`config.mk`:
```
export PLATFORM = sky130hd
export DESIGN_NAME = mips_pc_sequencer
export DESIGN_NICKNAME = d
export VERILOG_FILES = /design/src/rtl/mips_pc_sequencer.sv
export SDC_FILE = /design/constraint.sdc
export NUM_CORES = 1
export LEC_CHECK = 0
export BUFFER_PORTS_ARGS = -buffer_cell sky130_fd_sc_hd__buf_4
export CAP_MARGIN = 20
export CELL_PAD_IN_SITES_DETAIL_PLACEMENT = 1
export CELL_PAD_IN_SITES_GLOBAL_PLACEMENT = 1
export CORE_MARGIN = 1
export CORE_UTILIZATION = 37
export CTS_CLUSTER_SIZE = 12
export DETAILED_ROUTE_END_ITERATION = 8
export HOLD_SLACK_MARGIN = 0.1
export PLACE_DENSITY = 0.83
export RECOVER_POWER = 25
export SLEW_MARGIN = 20
export SYNTH_ARGS = -nofsm -noshare
export SYNTH_HDL_FRONTEND = slang
export SYNTH_SLANG_ARGS = --single-unit
```
`constraint.sdc`:
```
create_clock -name clock -period 3.17 [get_ports clock]
set_input_delay 0.7925 -clock clock [delete_from_list [all_inputs] [get_ports clock]]
set_output_delay 0.7925 -clock clock [all_outputs]
set_load 0.01 [all_outputs]
```
`src/rtl/mips_pc_sequencer.sv`:
```
// Program-counter sequencer for the single-cycle mips core: holds prog_ctr for a
// settle window, then commits updated_pc under run/step/halt/breakpoint/limit control.
module mips_pc_sequencer #(
    parameter int          SETTLE_CYCLES = 3,
    parameter logic [31:0] RESET_PC      = 32'h0000_0000,
    parameter int          CNT_W         = 32
) (
    input  logic             clock,
    input  logic             reset_n,
    input  logic             start,
    input  logic             step,
    input  logic             halt_req,
    input  logic             bp_en,
    input  logic [31:0]      bp_addr,
    input  logic [CNT_W-1:0] max_instr,
    input  logic [31:0]      updated_pc,
    output logic [31:0]      prog_ctr,
    output logic             commit,
    output logic             busy,
    output logic             halted,
    output logic [1:0]       halt_cause,
    output logic [CNT_W-1:0] instr_count
);

    localparam int SC_W = (SETTLE_CYCLES > 1) ? $clog2(SETTLE_CYCLES) : 1;
    localparam logic [SC_W-1:0] SETTLE_LOAD = SC_W'(SETTLE_CYCLES - 1);

    typedef enum logic [1:0] {
        ST_IDLE    = 2'd0,
        ST_SETTLE  = 2'd1,
        ST_HALTED  = 2'd2
    } state_t;

    state_t            state_r;
    logic [SC_W-1:0]   settle_cnt_r;
    logic              step_mode_r;
    logic              halt_pend_r;

    logic [CNT_W-1:0]  count_inc_s;
    logic              misaligned_s;
    logic              stop_s;
    logic [1:0]        stop_cause_s;

    // The counter sticks at all-ones instead of wrapping.
    function automatic logic [CNT_W-1:0] sat_inc(input logic [CNT_W-1:0] val);
        if (val == {CNT_W{1'b1}}) begin
            return val;
        end else begin
            return val + {{(CNT_W-1){1'b0}}, 1'b1};
        end
    endfunction

    // Decide whether the commit in progress stops the sequencer, and why.
    always_comb begin
        count_inc_s  = sat_inc(instr_count);
        misaligned_s = (updated_pc[1:0] != 2'b00);
        stop_s       = 1'b0;
        stop_cause_s = 2'd0;
        if (misaligned_s) begin
            stop_s       = 1'b1;
            stop_cause_s = 2'd3;
        end else if (bp_en && (updated_pc == bp_addr)) begin
            stop_s       = 1'b1;
            stop_cause_s = 2'd1;
        end else if ((max_instr != {CNT_W{1'b0}}) && (count_inc_s == max_instr)) begin
            stop_s       = 1'b1;
            stop_cause_s = 2'd2;
        end else if (halt_pend_r || halt_req || step_mode_r) begin
            stop_s       = 1'b1;
            stop_cause_s = 2'd0;
        end else begin
            stop_s       = 1'b0;
            stop_cause_s = 2'd0;
        end
    end

    // Sequencer state machine with registered outputs.
    always_ff @(posedge clock or negedge reset_n) begin
        if (!reset_n) begin
            state_r      <= ST_IDLE;
            settle_cnt_r <= {SC_W{1'b0}};
            step_mode_r  <= 1'b0;
            halt_pend_r  <= 1'b0;
            prog_ctr     <= RESET_PC;
            commit       <= 1'b0;
            busy         <= 1'b0;
            halted       <= 1'b0;
            halt_cause   <= 2'd0;
            instr_count  <= {CNT_W{1'b0}};
        end else begin
            commit <= 1'b0;
            case (state_r)
                ST_IDLE, ST_HALTED: begin
                    if (start || step) begin
                        state_r      <= ST_SETTLE;
                        settle_cnt_r <= SETTLE_LOAD;
                        step_mode_r  <= step;
                        halt_pend_r  <= 1'b0;
                        busy         <= 1'b1;
                        halted       <= 1'b0;
                        halt_cause   <= 2'd0;
                    end
                end
                ST_SETTLE: begin
                    if (settle_cnt_r != {SC_W{1'b0}}) begin
                        settle_cnt_r <= settle_cnt_r - SC_W'(1);
                        if (halt_req) begin
                            halt_pend_r <= 1'b1;
                        end
                    end else begin
                        // A misaligned target is rejected without touching PC or count.
                        if (!misaligned_s) begin
                            prog_ctr    <= updated_pc;
                            instr_count <= count_inc_s;
                            commit      <= 1'b1;
                        end
                        if (stop_s) begin
                            state_r     <= ST_HALTED;
                            busy        <= 1'b0;
                            halted      <= 1'b1;
                            halt_cause  <= stop_cause_s;
                            halt_pend_r <= 1'b0;
                        end else begin
                            settle_cnt_r <= SETTLE_LOAD;
                        end
                    end
                end
                default: begin
                    state_r <= ST_IDLE;
                    busy    <= 1'b0;
                    halted  <= 1'b0;
                end
            endcase
        end
    end

endmodule

```
# Yosys cells after proc, flatten, opt, wreduce, memory -nomap -nowiden
# Cells that the tools add are included.
op_classes:
  n_addsub: 2
  eq_ne: 11
  muxes: 34
  bitwise_logic: 2
  n_reduce_logical: 17
op_table:
  columns: ["cell", "n"]
  rows:
  - ["$eq 32x32->1", 2]
  - ["$add 32x1->32 const B", 1]
  - ["$eq 32x32->1 const B", 1]
  - ["$mux 32", 1]
  - ["$reduce_bool 32->1", 1]
  - ["$mux 2", 12]
  - ["$mux 1", 15]
  - ["$pmux 2 s2", 3]
  - ["$ne 3x3->1 const B", 3]
  - ["$reduce_and 3->1", 3]
  - ["$reduce_and 4->1", 2]
  - ["$ne 2x2->1 const B", 3]
  - ["$pmux 1 s2", 3]
  - ["$reduce_bool 2->1", 3]
  - ["$logic_or 1x1->1", 3]
  - ["$eq 2x1->1 const B", 1]
  - ["$eq 2x2->1 const B", 1]
  - ["$logic_and 1x1->1", 2]
  - ["$logic_not 2->1", 1]
  - ["$not 1->1", 2]
  - ["$reduce_and 2->1", 1]
  - ["$reduce_or 2->1", 1]
  - ["$sub 2x1->2 const B", 1]
totals:
  regBits: 75
  word_cells: 76

# Logic depth before layout (Yosys ltp)
# Gate-level depths: netlist of the first run.
depth:
  depth_word: 10
  mapped_depth: 12
  depth_no_buf: 10

# Worst setup path before layout of the first run
# Ideal clock, no wire load.
synth_path:
  kind: "register -> register"
  from: "register instr_count[16]"
  to: "register settle_cnt_r[0]"
  t_arrival_ns: 2.859
  slack_ns: 0.178
  stages_incl_launch_ff: 13
  path_buffers: 3
  synth_period_minus_slack_ns: 2.992
  cell_sequence: "dfrtp_1 buf_4 and4_1 buf_6 and4_1 buf_6 a2111oi_0 nand3_1 xnor2_1 nor3_1 nand4_2 a21boi_2 o211ai_1"
synth_via:
  elab_chain_cells: 9
  elab_cells_between_ends: 10
  classes_between: "add/sub: 1; eq/ne: 3; mux: 4; reduce/logical: 2"
synth_lines:
  columns: ["item", "line", "rtl"]
  rows:
  - ["start: declaration", "22", "output logic [CNT_W-1:0] instr_count"]
  - ["start signal: assignment", "89", "instr_count <= {CNT_W{1'b0}};"]
  - ["start signal: assignment", "114", "instr_count <= count_inc_s;"]
  - ["$add 32x1->32 / $eq 32x32->1 (equally long branches)", "49, 46", null]
  - ["$mux 32 (*)", "46", "if (val == {CNT_W{1'b1}}) begin"]
  - ["$eq 32x32->1 (*)", "65", "end else if ((max_instr != {CNT_W{1'b0}}) && (count_inc_s == max_instr)) begin"]
  - ["$logic_and 1x1->1 (*)", "65", null]
  - ["$mux 1 (*)", "65", null]
  - ["$mux 1 (*)", "62", "end else if (bp_en && (updated_pc == bp_addr)) begin"]
  - ["$mux 1 (*)", "59", "if (misaligned_s) begin"]
  - ["$ne 3x3->1 (no source line) (*)", null, null]
  - ["$reduce_and 3->1 (no source line) (*)", null, null]
  - ["end signal: assignment", "81", "settle_cnt_r <= {SC_W{1'b0}};"]
  - ["end signal: assignment", "106", "settle_cnt_r <= settle_cnt_r - SC_W'(1);"]
  - ["end: declaration", "35", "logic [SC_W-1:0] settle_cnt_r;"]
# Every way passes the cells marked *; elsewhere a longest branch is shown, timed or not.
# A chain may end at the register's enable or synchronous reset.

# Final worst setup path of the first run
layout_path:
  from: "register instr_count[1]"
  to: "register halt_cause[1]"
layout_via:
  elab_chain_cells: 10
  elab_cells_between_ends: 16
  classes_between: "add/sub: 1; eq/ne: 3; mux: 10; reduce/logical: 2"
layout_lines:
  columns: ["item", "line", "rtl"]
  rows:
  - ["$add 32x1->32 / $eq 32x32->1 (equally long branches)", "49, 46", null]
  - ["$mux 32 (*)", "46", null]
  - ["$eq 32x32->1 (*)", "65", null]
  - ["$logic_and 1x1->1 (*)", "65", null]
  - ["$mux 2", "65", null]
  - ["$mux 2", "62", null]
  - ["$mux 2", "59", null]
  - ["$mux 2", "117", "if (stop_s) begin"]
  - ["$mux 2", "105", "if (settle_cnt_r != {SC_W{1'b0}}) begin"]
  - ["$pmux 2 s2", "92", "case (state_r)"]
  - ["end signal: assignment", "121", "halt_cause <= stop_cause_s;"]
  - ["end: declaration", "21", "output logic [1:0] halt_cause,"]
# Every way passes the cells marked *; elsewhere a longest branch is shown, timed or not. The select of a mux whose other input is x is not followed.

==> results of run 1 <==
[placed cells by master, fill, tap and decap left out, types with 5 or more instances in the layout]
cell type and count:
dfrtp_1 74, nor4_1 18, xnor2_1 75, and4_1 7, nand2_1 140, a21oi_1 9, nor2_1 33, o22ai_1 5
xor2_1 31, inv_1 10, and3_1 5, nand3_1 23, and2_1 6, nand4_1 30, clkbuf_16 9, buf_4 233
nor3_1 8, o21ai_0 12
[sequential cells by signal (all words and copies together), names as in the netlist]
name	flops
instr_count	32
prog_ctr	32
halt_cause	2
settle_cnt_r	2
busy	1
commit	1
halt_pend_r	1
halted	1
state_r	1
step_mode_r	1
[worst max-delay path: stages, from the launching register on]
cell      delay (ns)
dfrtp_1         0.43
ha_2            0.22
nand4_1         0.17
buf_4           0.20
nor2_4          0.11
nand4_4         0.13
or3_1           0.39
a2111o_1        0.46
nor4_4          0.19
nand4_4         0.20
buf_4           0.19
nor2_1          0.10
o211a_1         0.15
[area by class of cell]
cell class	count	area, µm²
fillers	1620	6057
multi-input cells	478	3044
flip-flops and latches	74	1852
clock inverters	6	41.29
repair buffers	235	1758
well taps	176	220.2
clock buffers	10	229.0
inverters	11	41.29
[power groups by stage]
stage | clock, mW | sequential [mW] | combinational (mW)
final | 0.970 | 1.34 | 1.34
after detailed placement | 0 | 1.36 | 1.34
after global routing | 1.02 | 1.37 | 1.49
after global placement | 0 | 1.33 | 1.27
after CTS | 0.983 | 1.35 | 1.35
after floorplan | 0 | 1.44 | 0.537
[routing by layer]
layer / part of all wire, % / vias to the layer above
met3: 6.1 / 37
met4: 2.5 / 0
li1: - / 2513
met2: 49 / 200
met5: 0 / -
met1: 42 / 2633
[worst paths after layout]
check,start,to,depth (start not counted)
worst max-delay path,instr_count[1],halt_cause[1],12
worst min-delay path,prog_ctr[4],prog_ctr[4],2
worst max register to register,instr_count[1],halt_cause[1],12
worst min register to register,prog_ctr[4],prog_ctr[4],2
max in group asynchronous,reset_n,instr_count[15],1
min in group asynchronous,reset_n,instr_count[14],1
[through the flow]
step	instance area, µm²	instances	util, %
floorplan	5026	597	-
global placement	6830	973	51.58
detailed placement	6830	973	51.58
CTS	7122	989	53.78
global route	7186	990	54.26
finish	7186	990	54.26
[logic make-up (layout without fill, tap and decap cells)]
| family | count (synthesis) | count (layout) | synth area share (%) |
|---|---|---|---|
| simple gates | 298 | 298 | 29.03 |
| mux | 5 | 5 | 1.021 |
| xor+xnor | 107 | 107 | 18.65 |
| fa+ha+maj | 3 | 3 | 0.7469 |
| compound gates | 65 | 65 | 9.460 |
| flops | 74 | 74 | 36.84 |
| buf+inv | 45 | 262 | 4.257 |
[timing repair]
action	in CTS	in global routing
buffers inserted	0	1
gates resized for setup	6	14
setup endpoints to repair	7	7
hold buffers	0	0
pin swaps	3	6
==> results.md, run 1 <==
- Worst path required time: 3.45 ns
- CP Capture Type: flip-flop
- Met1 usage: 35.77%
- Root Driver: clkbuf_16
- Total gr overflow: 0
- RePlAce Congestion: 0.9467
- Final min period: 3.007 ns
- Rows: 42
- Vias in the first global route: 5977
- Worst reg-to-reg setup slack: 0.16 ns
- Final Power: 3.658 mW
- Switching power: 1.297 mW
- Met3 Track Usage GR: 4.585%
- Final setup vio count: 0
- YS warnings: 0
- Final period util: 94.87%
- Fin Setup TNS: 0 ns
- Initial core utilization: 37.95%
- Internal: 2.361 mW
- Failing checks: capacitance limit, slew limit
- Place WS: -0.1869 ns
- Area grow syn2layout: 42.97%
- Clock latency on the worst-skew pair: 0.35 ns
- Post-synthesis cell area: 5026 µm²
- Max-cap violation count: 1
- Layout cell share with drive strength beyond 1: 33.17%
- Min-delay worst type: flip-flop to flip-flop
- Vias after detailed routing: 5383
- H-tree levels: 3
- Sw Share: 35.45%
- Synth cell types: 60
- Core ar.: 13240 µm²
- Synth top area share: 36.84%
- Top-count cell post-synth: nand2_1
- Final worst slack: 0.1627 ns
- Slew Viols, Final: 75
- Antenna Nets Post-Route: 0
- Die area: 14050 µm²
- DR DRC count: 0
- Global-route wire length before repair: 31610 µm
- Post-synth EDFFs: 0
- Leakage Power: 3.374 nW
- Via density: 5.437
- I/O Buffers: 170
- Die width: 118.6 µm
- Headroom to the max-slew limit: -26.47%
- DRT Wirelength: 19270 µm
- Wire per inst: 19.46 µm
- RSZ-0062 raised after global routing: false
- Syn_area_per_cell: 8.419 µm²
- CP Launch Type: flip-flop
- PD cells: 509.0 nW/µm²
- Status: complete, but fails checks
- CTS tree: built
- FFs w/ async S/R, synth: 100.0%
- Worst-case hold slack: 0.4781 ns
- Top FF cell, synth: dfrtp_1
- Yosys reg bits: 74
- Longest Clk Path Bufs: 2
- Global route hottest layer: met2
- Fmax: 0.3325 GHz
- Maximum net fanout on the critical path: 6
- Initial antenna violation count: 0
- Sequential share of power: 36.8%
- Tot GR Track Use: 28.78%
- Post-Syn Nets: 702
- Clock power frac: 26.5%
- Ant. Diodes: 0
- Crit Path Category: flip-flop to flip-flop
- Die H: 118.6 µm
- Final hold violations: 0
- Combinational share of power: 36.7%
- IO Pins: 171
- Worst vdd ir: 0.2100 mV
- Largest net degree at the start of global routing: 75
- Total CTS buffers: 9
- Final #Nets: 914
- Gate Count Post-Synth: 597
- Slew @ Worst Pin: 1.897 ns
- Clock-pin slew on the worst setup and hold paths: 0.06 ns
- Leading cell types by count after synthesis: 140 x nand2_1, 76 x xnor2_1, 74 x dfrtp_1
- Leading area contributor after synthesis: dfrtp_1
- Post-Route Skew: 0.01536 ns
- DPL Wire Length: 15410 µm
- Starting DRT DRC Count: 292
- Drt first pass iters: 4
- CTS Sinks: 74
- Largest cells by area after synthesis: dfrtp_1 37%, xnor2_1 13%, nand2_1 10%
- Post-synthesis sequential area ratio: 36.84%
- Crit path DAT: 3.29 ns
- Met2 Use GR: 49.56%
Note: power is estimated with default switching activity, not from simulation.
==> run 2: changes to the inputs <==
GPL_TIMING_DRIVEN = 0   (was unset)
REMOVE_ABC_BUFFERS = 1   (was unset)
==> run 2 against run 1 <==
The flow still finishes with violations (capacitance limit, slew limit). Flip-flop and latch count unchanged. Non-clock buffer count is 32 lower. Clock power increased by 18%. Die area is the same. Sequential power barely moved. Maximum frequency is 1.7% lower. Largest power group is now combinational logic. Final area is 0.37% lower.
==> results.md, run 2 (same netlist as run 1, synthesis figures left out) <==
- RePlAce Congestion: 0.9302 (-1.7%)
- Slew Viols, Final: 75 (unchanged)
- Maximum net fanout on the critical path: 9 (+3)
- Worst path required time: 3.36 ns (-0.09 ns)
- WL met3: 1264 µm (+6.9%)
- Most frequent cells in the layout: 201 x buf_4, 140 x nand2_1, 76 x xnor2_1
- Crit Path Category: flip-flop to flip-flop
- Area grow syn2layout: 42.44%
- Final period util: 96.47% (+1.6 points)
- Drt first pass iters: 4 (unchanged)
- Final Power: 3.881 mW (+6.1%)
- Antenna Nets Post-Route: 0 (unchanged)
- Final hold violations: 0 (unchanged)
- Fmax: 0.3270 GHz (-1.7%)
- CTS tree: built
- Initial core utilization: 37.95% (unchanged)
- Met2 wire length: 9551 µm (+0.36%)
- Worst vdd ir: 0.2697 mV (+28%)
- CTS Sinks: 74 (unchanged)
- Die H: 118.6 µm (unchanged)
- Fill cell count: 1559 (-3.8%)
- Headroom to the max-slew limit: -28.23% (-1.8 points)
- DRT Wirelength: 19180 µm (-0.47%)
- Crit path DAT: 3.25 ns (-0.04 ns)
- Max-cap violation count: 1 (unchanged)
- Leakage Power: 3.246 nW (-3.8%)
- Final setup vio count: 0 (unchanged)
- Layout cell share with drive strength beyond 1: 34.65% (+1.5 points)
- Die area: 14050 µm² (unchanged)
- Final min period: 3.058 ns (+0.05062 ns)
- PD cells: 542.0 nW/µm² (+6.5%)
- Hold Buf Count CTS: 0 (unchanged)
- Root Driver: clkbuf_16
- CP Capture Type: flip-flop
- Vias in the first global route: 5653 (-5.4%)
- Min-delay worst type: flip-flop to flip-flop
- Starting DRT DRC Count: 336 (+15%)
- Total gr overflow: 0 (unchanged)
- Status: complete, but fails checks
- Highest Signal Layer: met4
- Final #Nets: 882 (-3.5%)
- Largest net degree at the start of global routing: 75 (unchanged)
- Via density: 5.582 (+2.7%)
- Longest Clk Path Bufs: 2 (unchanged)
- Ant. Diodes: 0 (unchanged)
- DR DRC count: 0 (unchanged)
- DPL Wire Length: 13950 µm (-9.4%)
- Placed instance count: 909 (-6.6%)
- Fin cells: 958 (-3.2%)
- Most common cell after layout, fill and taps aside: buf_4
- Slew @ Worst Pin: 1.923 ns (+0.02646 ns)
- Failing checks: capacitance limit, slew limit
- Vias after detailed routing: 5348 (-0.65%)
- H-tree levels: 3 (unchanged)
- Die width: 118.6 µm (unchanged)
- Total CTS buffers: 9 (unchanged)
- Regs by FF count: instr_count (32), prog_ctr (32)
- I/O Buffers: 170 (unchanged)
- Wire per inst: 20.02 µm (+2.9%)
- Post-Route Skew: 0.007388 ns (-0.007968 ns)
- Clock-pin slew on the worst setup and hold paths: 0.07 ns (about the same)
- Global-route wire length before repair: 30380 µm (-3.9%)
- Met1 WL: 7725 µm (-4.4%)
- CP Launch Type: flip-flop
- IO Pins: 171 (unchanged)
- Clock latency on the worst-skew pair: 0.35 ns (about the same)
- Initial antenna violation count: 0 (unchanged)
- Tot GR Track Use: 27.82% (-0.96 points)
- Core ar.: 13240 µm² (unchanged)
- Rows: 42 (unchanged)
-- run 2: cell types whose count changed in the layout (fill, tap and decap cells not counted), moves of 3 or more --
cell	previous run	this run
dfrtp_1	74	53
clkinvlp_4	3	0
nand3_1	23	20
nor4_1	18	15
nor4_4	1	4
buf_4	233	201
dfrtp_2	0	21
-- run 2: stage by stage --
step | hold slack, ns | TNS, ns | util, % | cell area, µm² | setup WS (ns)
2_1_floorplan | 0.4665 | 0 | - | 4853 | 0.01775
3_3_place_gp | 0.4599 | -49.37 | 47.95 | 6350 | -1.157
3_5_place_dp | 0.4722 | -19.29 | 47.99 | 6355 | -1.035
4_1_cts | 0.4866 | -0.004151 | 52.75 | 6985 | -0.004151
5_1_grt | 0.5035 | -0.03114 | 54.06 | 7159 | -0.01318
6_report | 0.4793 | 0 | 54.06 | 7159 | 0.1120
-- run 2: timing repair --
action                                 in CTS  in global routing
buffers inserted                           20                 13
endpoints found under the hold margin       0                  0
setup endpoints to repair                  65                  7
gates resized for setup                    44                 20
pin swaps                                  12                  9
-- run 2: routing by layer --
| layer | GRT usage, % | up-vias |
|---|---|---|
| met5 | 0 | - |
| li1 | - | 2450 |
| met3 | 5.068 | 49 |
| met1 | 34.10 | 2597 |
| met4 | 13.45 | 0 |
| met2 | 46.97 | 252 |
-- run 2: final cells by class --
type	instances	area [µm²]	area share, %
multi-input combinational	478	3183	44.46
sequential	74	1878	26.23
timing repair buffer	203	1518	21.20
clock buffer	10	229.0	3.198
tap	176	220.2	3.076
clock inverter	6	87.58	1.223
inverter	11	43.79	0.6117
-- run 2: critical path, cell delays in order (launching register included) --
cell       delay [ns]
dfrtp_2          0.48
nand2_1          0.18
or3_4            0.48
a211oi_4         0.34
and4_1           0.27
o22ai_1          0.14
a2111oi_4        0.42
nand4_4          0.21
a21boi_4         0.27
a21oi_1          0.11
-- run 2: power by group --
group          switching, mW  total, mW  internal, mW
Sequential             0.172       1.36          1.19
Combinational          0.717       1.38         0.667
Clock                  0.443       1.14         0.693
Total                   1.33       3.88          2.55
-- run 2: path summary, 6_finish.rpt --
path | from | endpoint | slack (ns) | cells after the start
hold / removal | prog_ctr[17] | prog_ctr[17] | 0.48 | 2
min in group asynchronous | reset_n | prog_ctr[4] | 0.96 | 1
max in group asynchronous | reset_n | instr_count[0] | 0.92 | 1
setup / recovery | instr_count[2] | state_r[0] | 0.11 | 9
hold reg to reg | prog_ctr[17] | prog_ctr[17] | 0.48 | 2
setup reg to reg | instr_count[2] | state_r[0] | 0.11 | 9
==> run 3: changes to the inputs <==
ABC_AREA = 1   (was unset)
CORE_MARGIN = unset   (was 1)
CORE_UTILIZATION = 35   (was 37)
==> run 3 against run 2 <==
The run still ends with capacitance limit, slew limit left. Clock power decreased by 13%. Area after synthesis increased by 7.6%. Count of clock-buffer cells in the layout decreased by 1. Sequential share of layout area decreased by 0.49 points. Flip-flop and latch count unchanged. Highest routed layer unchanged.
==> results.md, run 3 <==
- FFs w/ async S/R, synth: 100.0% (unchanged)
- Worst reg-to-reg setup slack: 0.25 ns (+0.13 ns)
- Post-layout util: 47.49% (-6.6 points)
- Synth Area in XOR/XNOR: 3.563% (-15 points)
- Status: complete, but fails checks
- Final setup vio count: 0 (unchanged)
- Slew @ Worst Pin: 2.030 ns (+0.1061 ns)
- Drt first pass iters: 5 (+1)
- Fmax: 0.3420 GHz (+4.6%)
- R2r worst-path depth: 20 (+11)
- IO Pins: 171 (unchanged)
- Fill cell count: 1998 (+28%)
- Final worst slack: 0.2456 ns (+0.1336 ns)
- Vias in the first global route: 6234 (+10%)
- Worst path required time: 3.43 ns (+0.07 ns)
- Initial core utilization: 35.70% (-2.2 points)
- Min-delay worst type: flip-flop to flip-flop
- Ant. Diodes: 0 (unchanged)
- I/O Buffers: 170 (unchanged)
- Yosys reg bits: 74 (unchanged)
- Root Driver: clkbuf_16
- Top-count cell post-synth: nand2_1
- DRT Wirelength: 20760 µm (+8.2%)
- Leading area contributor after synthesis: dfrtp_1
- Final hold violations: 0 (unchanged)
- Place WS: -0.5435 ns (+0.4912 ns)
- Global-route wire length before repair: 32510 µm (+7.0%)
- Headroom to the max-slew limit: -35.30% (-7.1 points)
- Rows: 45 (+7.1%)
- Core ar.: 15150 µm² (+14%)
- Syn_area_per_cell: 6.355 µm² (-25%)
- Clock latency on the worst-skew pair: 0.35 ns (about the same)
- Top FF cell, synth: dfrtp_1
- Initial antenna violation count: 0 (unchanged)
- Maximum net fanout on the critical path: 29 (+20)
- Wire per inst: 17.14 µm (-14%)
- YS warnings: 0 (unchanged)
- H-tree levels: 3 (unchanged)
- Most frequent cells in the layout: 312 x nand2_1, 170 x buf_4, 104 x inv_1
- Final min period: 2.924 ns (-0.1336 ns)
- Post-synth EDFFs: 0 (unchanged)
- Largest net degree at the start of global routing: 75 (unchanged)
- Leading cell types by count after synthesis: 313 x nand2_1, 104 x inv_1, 87 x nor2_1
- Starting DRT DRC Count: 227 (-32%)
- Vias after detailed routing: 6155 (+15%)
- Synth cell types: 33 (-45%)
- PD cells: 756.4 nW/µm² (+40%)
- Most common cell after layout, fill and taps aside: nand2_1
- CTS tree: built
- DR DRC count: 0 (unchanged)
- Total gr overflow: 0 (unchanged)
- CP Capture Type: flip-flop
- Final #Nets: 1123 (+27%)
- Max-cap violation count: 1 (unchanged)
- Final period util: 92.25% (-4.2 points)
- Critical path endpoint: settle_cnt_r[1]
- Post-synthesis simple-gate area fraction: 45.21% (+16 points)
- Post-synthesis sequential area ratio: 34.24% (-2.6 points)
- DPL Wire Length: 16190 µm (+16%)
- Compound-Gate Fraction of Synth Area: 7.080% (-2.4 points)
- Slew Viols, Final: 75 (unchanged)
- Synth Area in Adders: 0.6941% (-0.053 points)
- Post-Route Skew: 0.009497 ns (+0.002110 ns)
- Die area: 15950 µm² (+14%)
- Reg2reg start: instr_count[0]
- Post-synthesis mux area share: 0% (-1.0 points)
- Clock-pin slew on the worst setup and hold paths: 0.06 ns (about the same)
- Worst vdd ir: 0.3039 mV (+13%)
- Placed instance count: 1192 (+31%)
- Regs by FF count: instr_count (32), prog_ctr (32)
- Gate Count Post-Synth: 851 (+43%)
- Worst Setup SP: instr_count[0]
- Largest family of logic cells by synthesized area: simple AND/OR/NAND/NOR gates
- Tot GR Track Use: 26.55% (-1.3 points)
- Crit Path Category: flip-flop to flip-flop
- Failing checks: capacitance limit, slew limit
- RePlAce Congestion: 0.9001 (-3.2%)
- Via density: 5.083 (-9.0%)
- Leakage Power: 3.704 nW (+14%)
- Min-Delay Path Depth: 2 (unchanged)
- Largest cells by area after synthesis: dfrtp_1 34%, nand2_1 22%, inv_1 7.2%
- Area grow syn2layout: 33.02%
- Synth top area share: 34.24% (-2.6 points)
- Die width: 126.3 µm (+6.5%)
- Crit path DAT: 3.19 ns (-0.06 ns)
- Post-synthesis cell area: 5408 µm² (+7.6%)
- Fin cells: 1211 (+26%)
- CP Launch Type: flip-flop
- Die H: 126.3 µm (+6.5%)
- RSZ-0062 raised after global routing: false
- CTS Sinks: 74 (unchanged)
- Worst reg2reg endpoint: settle_cnt_r[1]
- Antenna Nets Post-Route: 0 (unchanged)
- Longest Clk Path Bufs: 2 (unchanged)
- Total CTS buffers: 9 (unchanged)
- Layout cell share with drive strength beyond 1: 22.68% (-12 points)
==> run 3: changes by cell type in the layout (fill, tap and decap cells not counted), moves of 31 or more <==
cell / change
o21ai_0: +40
nand3_1: +46
nand2_1: +172
xnor2_1: -67
buf_4: -31
inv_1: +94
nor2_1: +53
==> run 3: what timing repair did <==
item	in CTS	in global routing
resized for setup	5	3
endpoints found under the setup margin	8	18
pin swaps	0	1
setup buffers	0	2
hold buffers	0	0
cloned	0	1
==> run 3: layout make-up <==
cell class / count / area [µm²] / area share, %
inverter: 106 / 402.9 / 5.601
sequential: 74 / 1852 / 25.74
clock buffer: 9 / 225.2 / 3.131
clock inverter: 7 / 53.80 / 0.7480
tap: 188 / 235.2 / 3.270
multi-input combinational: 654 / 3103 / 43.14
timing repair buffer: 173 / 1321 / 18.37
==> run 3: stage by stage <==
step                area [µm²]  TNS, ns  hold slack, ns  power (mW)
floorplan                 5308        0          0.4351       3.172
global placement          6819   -40.64          0.4520       4.355
detailed placement        6844   -3.879          0.4698       4.461
CTS                       7147        0          0.4829       5.494
global route              7193        0          0.5058       5.899
finish                    7193        0          0.4740       5.441
==> run 3: where the power goes <==
part	internal [mW]	switching (mW)	total (mW)
Combinational	1.13	1.45	2.58
Sequential	1.38	0.487	1.87
Clock	0.534	0.458	0.992
Total	3.05	2.39	5.44
==> run 3: layer usage <==
metal | GRT usage [%] | vias up | wire (µm)
met5 | 0 | - | 0
met4 | 10.49 | 0 | 571
met3 | 6.706 | 32 | 1328
met2 | 47.25 | 188 | 10370
met1 | 30.44 | 2892 | 8487
li1 | - | 3043 | -
==> run 3: how the worst min path moves through the flow <==
stage | to | slack, ns | from
after floorplan | halt_pend_r | 0.44 | halt_pend_r
after global placement | halt_pend_r | 0.45 | halt_pend_r
after detailed placement | halt_pend_r | 0.47 | halt_pend_r
after CTS | halt_pend_r | 0.48 | halt_pend_r
after global routing | halt_pend_r | 0.51 | halt_pend_r
final | halt_pend_r | 0.47 | halt_pend_r
==> run 3: worst max-delay path: stages, from the launching register on <==
cell and delay, ns:
dfrtp_1 0.45, ha_2 0.32, inv_2 0.08, nor2_4 0.16, nand2_4 0.10, nor2_4 0.11
buf_12 0.14, nand2_8 0.16, nand2_1 0.15, inv_1 0.06, nand2_1 0.09, nand4_1 0.09
nor2_1 0.14, nand2_1 0.08, nor2_2 0.19, nand2_2 0.11, nand2_2 0.08, nand2_2 0.08
nand2_4 0.10, nand2_1 0.05, o21ai_0 0.07
==> run 3: kinds of logic after synthesis <==
kind of cell               Yosys count
buffers and inverters              124
DFF                                 74
and+or+nand+nor                    557
adders and majority gates            3
xor gates and xnor gates            22
AOI/OAI and AO/OA                   71
